--- src/rtl/conv_pkg.sv ---
// Shared constants and operand types for the 3x3 convolution engine.
// Accumulator width covers nine 16-bit products plus an 8-bit bias.
package conv_pkg;

  localparam int DATA_W = 8;
  localparam int OUT_W  = 10;
  localparam int K      = 3;
  localparam int NTAPS  = K * K;
  localparam int PROD_W = 2 * DATA_W;
  localparam int ACC_W  = 21;

  localparam logic [OUT_W-1:0] OUT_MAX = {OUT_W{1'b1}};

  typedef logic [DATA_W-1:0]      pixel_t;
  typedef pixel_t [K-1:0][K-1:0]  patch_t;
  typedef logic [ACC_W-1:0]       acc_t;

endpackage

--- src/rtl/conv_mac9.sv ---
// Combinational 9-tap multiply plus bias, reduced through a balanced 5/3/2/1 adder tree.
// Zero latency; no flow control, result follows the operands.
module conv_mac9
  import conv_pkg::*;
(
  input  patch_t patch,
  input  patch_t kernel,
  input  pixel_t bias,
  output acc_t   acc
);

  logic [PROD_W-1:0] prod [NTAPS];
  logic [PROD_W:0]   s1   [5];
  logic [PROD_W+1:0] s2   [3];
  logic [PROD_W+2:0] s3   [2];
  logic [PROD_W+3:0] s4;

  always_comb begin
    for (int r = 0; r < K; r++) begin
      for (int c = 0; c < K; c++) begin
        prod[r*K+c] = PROD_W'(patch[r][c]) * PROD_W'(kernel[r][c]);
      end
    end
  end

  // Bias rides in the first stage as the tenth term so the tree stays balanced.
  always_comb begin
    for (int i = 0; i < 4; i++) begin
      s1[i] = {1'b0, prod[2*i]} + {1'b0, prod[2*i+1]};
    end
    s1[4] = {1'b0, prod[8]} + (PROD_W+1)'(bias);
  end

  always_comb begin
    s2[0] = {1'b0, s1[0]} + {1'b0, s1[1]};
    s2[1] = {1'b0, s1[2]} + {1'b0, s1[3]};
    s2[2] = {1'b0, s1[4]};
  end

  always_comb begin
    s3[0] = {1'b0, s2[0]} + {1'b0, s2[1]};
    s3[1] = {1'b0, s2[2]};
  end

  assign s4  = {1'b0, s3[0]} + {1'b0, s3[1]};
  assign acc = ACC_W'(s4);

endmodule

--- src/rtl/convolution_3x3.sv ---
// 3x3 convolution: patch . kernel + bias, saturated to OUT_W bits and registered.
// Latency 1 cycle, one result per clock, no handshake.
module convolution_3x3
  import conv_pkg::*;
#(
  parameter int DATA_W = conv_pkg::DATA_W,
  parameter int OUT_W  = conv_pkg::OUT_W,
  parameter int K      = conv_pkg::K
) (
  input  logic                               clk,
  input  logic                               rst,
  input  logic [K-1:0][K-1:0][DATA_W-1:0]    input_patch,
  input  logic [K-1:0][K-1:0][DATA_W-1:0]    kernel,
  input  logic [DATA_W-1:0]                  bias,
  output logic [OUT_W-1:0]                   output_pixel
);

  localparam acc_t SAT_LIMIT = acc_t'((ACC_W'(1) << OUT_W) - 1);

  acc_t             acc;
  logic [OUT_W-1:0] pixel_next;

  conv_mac9 u_mac9 (
    .patch  (input_patch),
    .kernel (kernel),
    .bias   (bias),
    .acc    (acc)
  );

  always_comb begin
    pixel_next = acc[OUT_W-1:0];
    if (acc > SAT_LIMIT) begin
      pixel_next = {OUT_W{1'b1}};
    end
  end

  always_ff @(posedge clk or posedge rst) begin
    if (rst) begin
      output_pixel <= '0;
    end else begin
      output_pixel <= pixel_next;
    end
  end

endmodule

--- config.mk ---
export PLATFORM = sky130hd
export DESIGN_NAME = convolution_3x3
export DESIGN_NICKNAME = d
export VERILOG_FILES = /design/src/rtl/conv_pkg.sv /design/src/rtl/conv_mac9.sv /design/src/rtl/convolution_3x3.sv
export SDC_FILE = /design/constraint.sdc
export NUM_CORES = 1
export LEC_CHECK = 0
export ABC_CLOCK_PERIOD_IN_PS = 800
export CORE_ASPECT_RATIO = 1.4
export CORE_MARGIN = 2
export CORE_UTILIZATION = 55
export DETAILED_ROUTE_END_ITERATION = 8
export GPL_ROUTABILITY_DRIVEN = 0
export GPL_TIMING_DRIVEN = 0
export PLACE_DENSITY = 0.84
export RECOVER_POWER = 100
export SYNTH_ARGS = -nofsm -noshare
export SYNTH_HDL_FRONTEND = slang
export SYNTH_SLANG_ARGS = --single-unit
--- constraint.sdc ---
create_clock -name clk -period 0.8 [get_ports clk]
set_input_delay 0.16 -clock clk [delete_from_list [all_inputs] [get_ports clk]]
set_output_delay 0.16 -clock clk [all_outputs]
set_load 0.005 [all_outputs]
# After elaboration in Yosys (flattened, before gate mapping)
# Cells that the tools add are included.
[classes]
add_sub_neg = 9
n_mul = 9
magnitude_cmp = 1
mux = 1
[ops]
columns = ["cell", "n"]
rows = [
  ["$mul A8 B8 Y16", 9],
  ["$add A16 B16 Y17", 4],
  ["$add A17 B17 Y18", 2],
  ["$add A19 B17 Y20", 1],
  ["$gt A20 B10 Y1 const B", 1],
  ["$add A18 B18 Y19", 1],
  ["$add A16 B8 Y17", 1],
  ["$mux W10", 1],
]
[word_totals]
reg_bits = 10
in_bits = 154
wordCells = 21

# Logic depth before layout (Yosys ltp)
# Gate-level depths: netlist of run 1.
[logic_depth]
word_depth = 7
ltp_mapped = 29
ltp_nobuf = 28

# Cells and area by module
# Synthesis of run 1 repeated with hierarchy kept, for this count alone.
[unflattened]
cells_unflattened = 2200
hier_area_um2 = 21010.2
[by_module_without_submodules]
columns = ["module", "n_inst", "cells_per_inst", "area_per_inst_um2", "seq_area_each_um2"]
rows = [
  ["conv_mac9", 1, 2164, 20589.7, 0.0],
  ["convolution_3x3", 1, 36, 420.4, 250.2],
]

# Worst setup path after synthesis of run 1
# No wires, ideal clock.
[synth_path]
path_kind = "input-to-reg"
from = "input kernel[2] in the netlist's numbering"
to = "register output_pixel[8]"
setup_ns = 0.150
arrival_ns = 7.247
t_required_ns = 0.650
setup_slack_ns = -6.596
cell_stages = 26
n_path_buf = 1
path_cell_list = "clkbuf_1 > nand2_1 > fa_1 > inv_1 > fa_1 > fa_1 > inv_1 > fa_1 > inv_1 > fa_1 > inv_1 > fa_1 > inv_1 > fa_1 > fa_1 > fa_1 > inv_1 > fa_1 > inv_1 > ha_1 > o211ai_1 > o211ai_2 > and2_2 > o21ai_1 > a2111oi_4 > nand3_1"
[synth_between]
elab_chain_len = 7
[synth_rtl]
columns = ["element", "line_no", "text"]
rows = [
  ["start: declaration", "convolution_3x3.sv:13", "input logic [K-1:0][K-1:0][DATA_W-1:0] kernel,"],
  ["$mul A8 B8 Y16 *", "conv_mac9.sv:21", "prod[r*K+c] = PROD_W'(patch[r][c]) * PROD_W'(kernel[r][c]);"],
  ["$add A16 B16 Y17 *", "conv_mac9.sv:29", "s1[i] = {1'b0, prod[2*i]} + {1'b0, prod[2*i+1]};"],
  ["$add A17 B17 Y18 *", "conv_mac9.sv:35", "s2[0] = {1'b0, s1[0]} + {1'b0, s1[1]};"],
  ["$add A18 B18 Y19 *", "conv_mac9.sv:41", "s3[0] = {1'b0, s2[0]} + {1'b0, s2[1]};"],
  ["$add A19 B17 Y20 *", "conv_mac9.sv:45", "assign s4 = {1'b0, s3[0]} + {1'b0, s3[1]};"],
  ["$gt A20 B10 Y1", "convolution_3x3.sv:32", "if (acc > SAT_LIMIT) begin"],
  ["$mux W10 *", "convolution_3x3.sv:32", ""],
  ["net pixel_next[8]", "convolution_3x3.sv:21", "logic [OUT_W-1:0] pixel_next;"],
  ["end signal: assignment", "convolution_3x3.sv:41", "output_pixel <= pixel_next;"],
  ["end: declaration", "convolution_3x3.sv:15", "output logic [OUT_W-1:0] output_pixel"],
]
# Mark *: on every way through the listed nets, which the timed path passes. The rest lies on a longest branch.

# Worst setup path after layout of run 1
[layout_path]
from = "input kernel[14] in the netlist's numbering"
to = "register output_pixel[9]"
# Same word-level chain as after synthesis.

==> metrics.yaml, run 1 <==
yosys_warnings: 0
synth_xor_area_share_pct: 0.333
endpoint_class_of_the_critical_path: "flop"
fmaxAchievable_mhz: 130
route.vias.total: 15200
dieHeight_um: 235
total_drc_errors_in_the_routed_layout: 0
dr.max_layer_used: "met4"
failed_checks: "setup timing"
run_status: "finished with violations"
placementRows: 84
seq_area_frac_synth_pct: 1.19
antenna_left: 0
regArea_um2: 250
post_synth.cell_area_avg_um2: 9.51
clk_root_buffer_cell: "sky130_fd_sc_hd__clkbuf_16"
clock-sinks: 10
antenna_found_initial: 1
largest_register: "output_pixel"
synth_top_family_by_area: "adder cells"
dieArea_um2: 39900
tritoncts: "built"
worstHoldPathType: "in -> async"
placement.io_buffers: 162
finalWirelength_um: 52200
std_cell_core_area_um2: 37600
post_route_cells_drive_above_1_share_pct: 5.79
simple_gate_portion_of_the_synthesized_area_pct: 15.9
final.min_clock_period_ns: 7.72
dp.final_hpwl_um: 48500
muxShareOfSynthArea_pct: 0.0951
syn-cell-area_um2: 21000
post_synthesis_net_count: 3177
route.layer.met1.wl_um: 17800
yosys_register_bits: 10
worst_pin_slew_ns: 0.455
crit_arrival_ns: 7.83
drt-initial-drc-count: 845
grt_pass1_vias: 18000
ios: 164
rsz_0062_raised_after_global_routing: "true"
numPlacedInstances: 2847
initial_util_pct: 55.9
viasPerCell: 5.31
largest_net_degree_at_the_start_of_global_routing: 11
flow.area_growth_from_synthesis_pct: 11.5
cts.hold.buffers_added: 0
post-route-worst-setup-slack_ns: -6.92
worstSetupStartpointType: "primary input"
grt-ovfl-total: 0
clock_path_buffers: 2
max_slew_margin_pct: 69.6
cp.required_ns: 0.91
timing.max_cap.violations: 0
final_hold_viol_count: 0
multiInputGateArea_um2: 18400
num-fill-cells: 3007
die_w_um: 169
crit_path_category: "in -> reg"
wire_per_inst_um: 18.3
final-instance-count-excl-fill: 2858
biggest_regs: "output_pixel (10)"
synth_compound_gate_area_share_pct: 1.88
asyncSetResetFlopFracSynth_pct: 100
largest_register_ffs: 10
clk_transition_reported_paths_ns: 0.04
met2_wire_len_um: 28700
post_synth_inst_count: 2212
adder_cell_area_share_of_the_yosys_netlist_pct: 67.9
setup-violations-final: 20
htree_num_levels: 1
timing.final.max_slew_violations: 0
fin_crit_sh_pct: 965
grt_first_pass_wirelength_um: 86700
global_router_s_overall_resource_usage_pct: 27.6
finish.net_count: 3349
netlist-cell-type-count: 47
edff_count_synth: 0
synth-main-ff-cell: "sky130_fd_sc_hd__dfrtp_1"
critical_path_fanout_max: 8
met3_routed_length_um: 2410
cts_made_buffers: 3
drt_first_pass_iters: 7
==> stage by stage <==
| stage | setup WS [ns] | area (um2) | TNS (ns) | hold slack [ns] | utilization (%) |
|---|---|---|---|---|---|
| finish | -6.92 | 23500 | -69.74 | 0.337 | 62.4 |
| detailed placement | -7.70 | 23400 | -78.60 | 0.461 | 62.2 |
| CTS | -6.89 | 23500 | -69.54 | 0.216 | 62.5 |
| global placement | -7.53 | 23400 | -76.77 | 0.435 | 62.2 |
| floorplan | -6.35 | 21200 | -63.46 | 0.000178 | - |
| global route | -7.15 | 23500 | -72.24 | 0.379 | 62.4 |
==> logic make-up (layout without fill, tap and decap cells) <==
family	count (synthesis)	count (layout)
xor gates and xnor gates	8	8
buffers and inverters	712	883
DFF	10	10
AOI/OAI and AO/OA	51	51
and+or+nand+nor	618	618
muxes	2	2
adders and majority gates	811	811
other	0	2
==> critical path, stage by stage <==
cell                              delay (ns)
sky130_fd_sc_hd__clkdlybuf4s15_1        0.29
sky130_fd_sc_hd__and2_1                 0.24
sky130_fd_sc_hd__fa_1                   0.41
sky130_fd_sc_hd__fa_1                   0.55
sky130_fd_sc_hd__fa_1                   0.65
sky130_fd_sc_hd__inv_1                  0.10
sky130_fd_sc_hd__fa_1                   0.56
sky130_fd_sc_hd__inv_1                  0.06
sky130_fd_sc_hd__fa_1                   0.49
sky130_fd_sc_hd__fa_1                   0.58
sky130_fd_sc_hd__fa_1                   0.44
sky130_fd_sc_hd__fa_1                   0.48
sky130_fd_sc_hd__fa_1                   0.51
sky130_fd_sc_hd__inv_1                  0.07
sky130_fd_sc_hd__fa_1                   0.47
sky130_fd_sc_hd__inv_1                  0.06
sky130_fd_sc_hd__ha_4                   0.31
sky130_fd_sc_hd__a21oi_1                0.09
sky130_fd_sc_hd__o211ai_1               0.27
sky130_fd_sc_hd__a22oi_1                0.17
sky130_fd_sc_hd__mux2i_1                0.20
sky130_fd_sc_hd__a2111oi_4              0.34
sky130_fd_sc_hd__buf_2                  0.22
sky130_fd_sc_hd__nand3_1                0.09
==> placed cells by master (no fill, tap or decap), types with 4 or more instances in the layout <==
master | synthesis | layout
sky130_fd_sc_hd__inv_1 | 710 | 708
sky130_fd_sc_hd__fa_1 | 551 | 543
sky130_fd_sc_hd__and2_1 | 383 | 378
sky130_fd_sc_hd__ha_1 | 260 | 253
sky130_fd_sc_hd__nand2_1 | 204 | 201
sky130_fd_sc_hd__dlygate4sd2_1 | 0 | 58
sky130_fd_sc_hd__clkdlybuf4s15_2 | 0 | 50
sky130_fd_sc_hd__clkbuf_2 | 0 | 19
sky130_fd_sc_hd__buf_2 | 0 | 12
sky130_fd_sc_hd__clkdlybuf4s15_1 | 0 | 11
sky130_fd_sc_hd__clkdlybuf4s50_1 | 0 | 10
sky130_fd_sc_hd__dfrtp_1 | 10 | 10
sky130_fd_sc_hd__nor2_1 | 9 | 9
sky130_fd_sc_hd__fa_2 | 0 | 8
sky130_fd_sc_hd__ha_4 | 0 | 7
sky130_fd_sc_hd__and2_4 | 0 | 6
sky130_fd_sc_hd__nand3_1 | 6 | 6
sky130_fd_sc_hd__nand3b_1 | 6 | 6
sky130_fd_sc_hd__a21oi_2 | 0 | 5
sky130_fd_sc_hd__o211ai_1 | 4 | 4
sky130_fd_sc_hd__a21oi_1 | 10 | 4
sky130_fd_sc_hd__xnor2_1 | 5 | 4
==> worst max path at each step <==
stage,cells after the start,slack (ns),endpoint,from
final,24,-6.92,output_pixel[9],kernel[14]
after global routing,27,-7.15,output_pixel[4],input_patch[17]
after CTS,25,-6.89,output_pixel[2],kernel[51]
after detailed placement,22,-7.70,output_pixel[2],kernel[12]
after global placement,22,-7.53,output_pixel[6],kernel[12]
after floorplan,24,-6.35,output_pixel[5],kernel[21]
==> metal layers <==
| layer | GRT usage [%] | up-vias |
|---|---|---|
| li1 | - | 6645 |
| met1 | 29.9 | 7776 |
| met2 | 52.5 | 559 |
| met3 | 2.45 | 203 |
| met4 | 14.7 | 0 |
| met5 | 0 | - |
==> repair_timing <==
| item | 4_1_cts | 5_1_grt |
|---|---|---|
| gates cloned | 1 | 0 |
| pin swaps | 11 | 5 |
| gates resized for setup | 312 | 51 |
| setup endpoints to repair | 20 | 20 |
| setup buffers | 4 | 0 |
==> cell usage after synthesis (2+ instances only) <==
master                     count  share of area, %
sky130_fd_sc_hd__nand2_1     204               3.6
sky130_fd_sc_hd__o211ai_1      4              0.14
sky130_fd_sc_hd__mux2i_1       2             0.095
sky130_fd_sc_hd__inv_1       710                13
sky130_fd_sc_hd__a21oi_1      10              0.24
sky130_fd_sc_hd__xnor2_1       5              0.21
sky130_fd_sc_hd__a211o_1       2             0.083
sky130_fd_sc_hd__ha_1        260                15
sky130_fd_sc_hd__nand2b_1      2             0.059
sky130_fd_sc_hd__and2_1      383                11
sky130_fd_sc_hd__xor2_1        3              0.12
sky130_fd_sc_hd__nor3_1        3             0.071
sky130_fd_sc_hd__o21ai_0       4             0.095
sky130_fd_sc_hd__a21o_1        2             0.071
sky130_fd_sc_hd__a211oi_1      4              0.14
sky130_fd_sc_hd__o21ai_1       3             0.071
sky130_fd_sc_hd__nand3b_1      6              0.21
sky130_fd_sc_hd__a21boi_0      3              0.11
sky130_fd_sc_hd__fa_1        551                52
sky130_fd_sc_hd__clkbuf_1      2             0.036
sky130_fd_sc_hd__nor2_1        9              0.16
sky130_fd_sc_hd__dfrtp_1      10               1.2
sky130_fd_sc_hd__nand3_1       6              0.14
==> layout make-up <==
cell class	instances	area share [%]
multi-input combinational	1490	78.2
inverter	710	11.4
timing repair buffer	167	6.39
tap	473	2.52
sequential	10	1.07
clock buffer	4	0.378
buffer	2	0.0746
antenna	2	0.0213
Power of run 1 is not shown: default switching activity piles up to over one toggle a cycle in this logic, so the estimate is an artifact.
==> inputs of run 2 (changes only) <==
Settings changed: CORE_MARGIN 2 to not set, TNS_END_PERCENT set to 1.
==> run 2 against run 1 <==
  * The flow still finishes with violations (setup timing)
  * First-iteration DRC count fell by 5.6%
  * Via count fell by 0.40%
  * Fmax fell by 0.82%
  * Critical path type unchanged
  * Sequential share of layout area barely moved
  * Critical path depth rose by 3
  * Worst setup slack got worse by 0.063 ns
==> metrics.yaml, run 2 (synthesis gave the netlist of run 1 again) <==
run_status: "finished with violations"
failed_checks: "setup timing"
placedInstanceArea_um2: 23400  # unchanged
grt_pass1_vias: 17700  # -1.4%
drt-initial-drc-count: 798  # -5.6%
numPlacedInstances: 2847  # unchanged
tritoncts: "built"
antenna_left: 0  # unchanged
viasPerCell: 5.30  # -0.29%
max_slew_margin_pct: 68.8  # -0.72 points
route.vias.total: 15100  # -0.40%
stdcell_area_um2: 23400  # -0.50%
crit_arrival_ns: 7.89  # +0.06 ns
antenna_cells: 0  # -2
biggest_regs: "output_pixel (10)"
cp.required_ns: 0.90  # about the same
placementRows: 84  # unchanged
setup-violations-final: 20  # unchanged
largest_register: "output_pixel"
worstSetupStartpointType: "primary input"
crit_path_category: "in -> reg"
grt-ovfl-total: 0  # unchanged
clock_path_buffers: 2  # unchanged
clk_transition_reported_paths_ns: 0.04  # about the same
clock-sinks: 10  # unchanged
post-route-worst-setup-slack_ns: -6.99  # -0.0634 ns
wire_per_inst_um: 18.0  # -1.5%
die_w_um: 167  # -1.2%
ios: 164  # unchanged
grt_first_pass_wirelength_um: 85400  # -1.6%
layout_common_cells: "708 x sky130_fd_sc_hd__inv_1, 545 x sky130_fd_sc_hd__fa_1, 379 x sky130_fd_sc_hd__and2_1, 254 x sky130_fd_sc_hd__ha_1, 201 x sky130_fd_sc_hd__nand2_1"
htree_num_levels: 1  # unchanged
fmaxAchievable_mhz: 128  # -0.82%
initial_util_pct: 55.9  # unchanged
worstHoldPathType: "in -> async"
timing.final.max_slew_violations: 0  # unchanged
final_common_cell: "sky130_fd_sc_hd__inv_1"
final-instance-count-excl-fill: 2855  # -0.10%
antenna_found_initial: 1  # unchanged
timing.max_cap.violations: 0  # unchanged
total_drc_errors_in_the_routed_layout: 0  # unchanged
finalWirelength_um: 51400  # -1.6%
dieHeight_um: 233  # -0.85%
clk_root_buffer_cell: "sky130_fd_sc_hd__clkbuf_16"
worst_pin_slew_ns: 0.466  # +0.0107 ns
final_hold_viol_count: 0  # unchanged
drt_first_pass_iters: 5  # -2
finish.net_count: 3349  # unchanged
critical_path_fanout_max: 10  # +2
dp.final_hpwl_um: 48000  # -1.0%
rsz_0062_raised_after_global_routing: "true"
dieArea_um2: 39100  # -2.0%
largest_register_ffs: 10  # unchanged
largest_net_degree_at_the_start_of_global_routing: 11  # unchanged
global_router_s_overall_resource_usage_pct: 28.1  # +0.47 points
post_route_cells_drive_above_1_share_pct: 3.61  # -2.2 points
placement.io_buffers: 162  # unchanged
endpoint_class_of_the_critical_path: "flop"
cts_made_buffers: 3  # unchanged
fin_crit_sh_pct: 973  # +7.9 points
num-fill-cells: 3001  # -0.20%
flow.area_growth_from_synthesis_pct: 11.0
final.min_clock_period_ns: 7.79  # +0.0634 ns
std_cell_core_area_um2: 37600  # unchanged
-- run 2: cell types whose count changed in the layout (fill, tap and decap cells not counted), sizes merged --
cell,previous run,this run
dlygate4sd2,58,108
diode,2,0
clkdlybuf4s50,10,9
clkbuf,25,15
clkdlybuf4s18,2,0
clkdlybuf4s15,61,30
buf,16,9
-- run 2: layout make-up --
cell class	count	area [um2]	area share (%)
flip-flops and latches	10	250	1.07
inverters	710	2670	11.4
plain buffers	2	17.5	0.0750
clock buffers	3	75.1	0.321
repair buffers	167	1480	6.34
multi-input cells	1490	18300	78.2
well taps	473	592	2.53
-- run 2: final timing paths --
kind	startpoint	end	slack, ns
setup / recovery	input_patch[53]	output_pixel[0]	-6.99
hold / removal	rst	output_pixel[5]	0.35
max in group asynchronous	rst	output_pixel[9]	0.19
min in group clk	output_pixel[0]	output_pixel[0]	0.80
-- run 2: timing repair --
action	4_1_cts	5_1_grt
pin swaps	10	0
buffers inserted	4	0
endpoints found under the hold margin	0	0
hold buffers	0	0
endpoints found under the setup margin	20	20
gates resized for setup	232	13
gates cloned	1	0
-- run 2: per-layer routing --
metal / global-route usage (%) / up-vias / wire, um
li1: - / 6639 / -
met1: 30.0 / 7735 / 17900
met2: 54.5 / 536 / 28200
met3: 1.85 / 211 / 1890
met4: 15.7 / 2 / 3300
met5: 0 / - / 13
-- run 2: worst max-delay path, stage by stage --
cell and delay, ns:
sky130_fd_sc_hd__dlygate4sd2_1 0.34, sky130_fd_sc_hd__and2_1 0.20, sky130_fd_sc_hd__fa_1 0.54, sky130_fd_sc_hd__inv_1 0.05
sky130_fd_sc_hd__fa_1 0.48, sky130_fd_sc_hd__inv_1 0.06, sky130_fd_sc_hd__fa_2 0.60, sky130_fd_sc_hd__inv_1 0.08
sky130_fd_sc_hd__fa_1 0.47, sky130_fd_sc_hd__inv_1 0.06, sky130_fd_sc_hd__fa_2 0.54, sky130_fd_sc_hd__fa_1 0.44
sky130_fd_sc_hd__fa_1 0.58, sky130_fd_sc_hd__fa_1 0.45, sky130_fd_sc_hd__fa_1 0.52, sky130_fd_sc_hd__inv_1 0.07
sky130_fd_sc_hd__fa_1 0.52, sky130_fd_sc_hd__inv_2 0.05, sky130_fd_sc_hd__ha_4 0.25, sky130_fd_sc_hd__o211ai_1 0.13
sky130_fd_sc_hd__o211ai_2 0.17, sky130_fd_sc_hd__buf_4 0.18, sky130_fd_sc_hd__a221oi_2 0.26, sky130_fd_sc_hd__xnor2_1 0.13
sky130_fd_sc_hd__nor4_4 0.28, sky130_fd_sc_hd__buf_6 0.17, sky130_fd_sc_hd__nand3b_1 0.09
-- run 2: stage by stage --
stage | setup TNS (ns) | worst slack (ns) | hold slack, ns | utilization (%)
after global routing | -73.16 | -7.26 | 0.394 | 62.1
after floorplan | -63.46 | -6.35 | 0.000178 | -
final | -70.32 | -6.99 | 0.346 | 62.1
after detailed placement | -78.35 | -7.68 | 0.459 | 62.2
after global placement | -76.75 | -7.53 | 0.436 | 62.2
after CTS | -70.22 | -6.91 | 0.219 | 62.2
Power of run 2 is left out for the same reason.
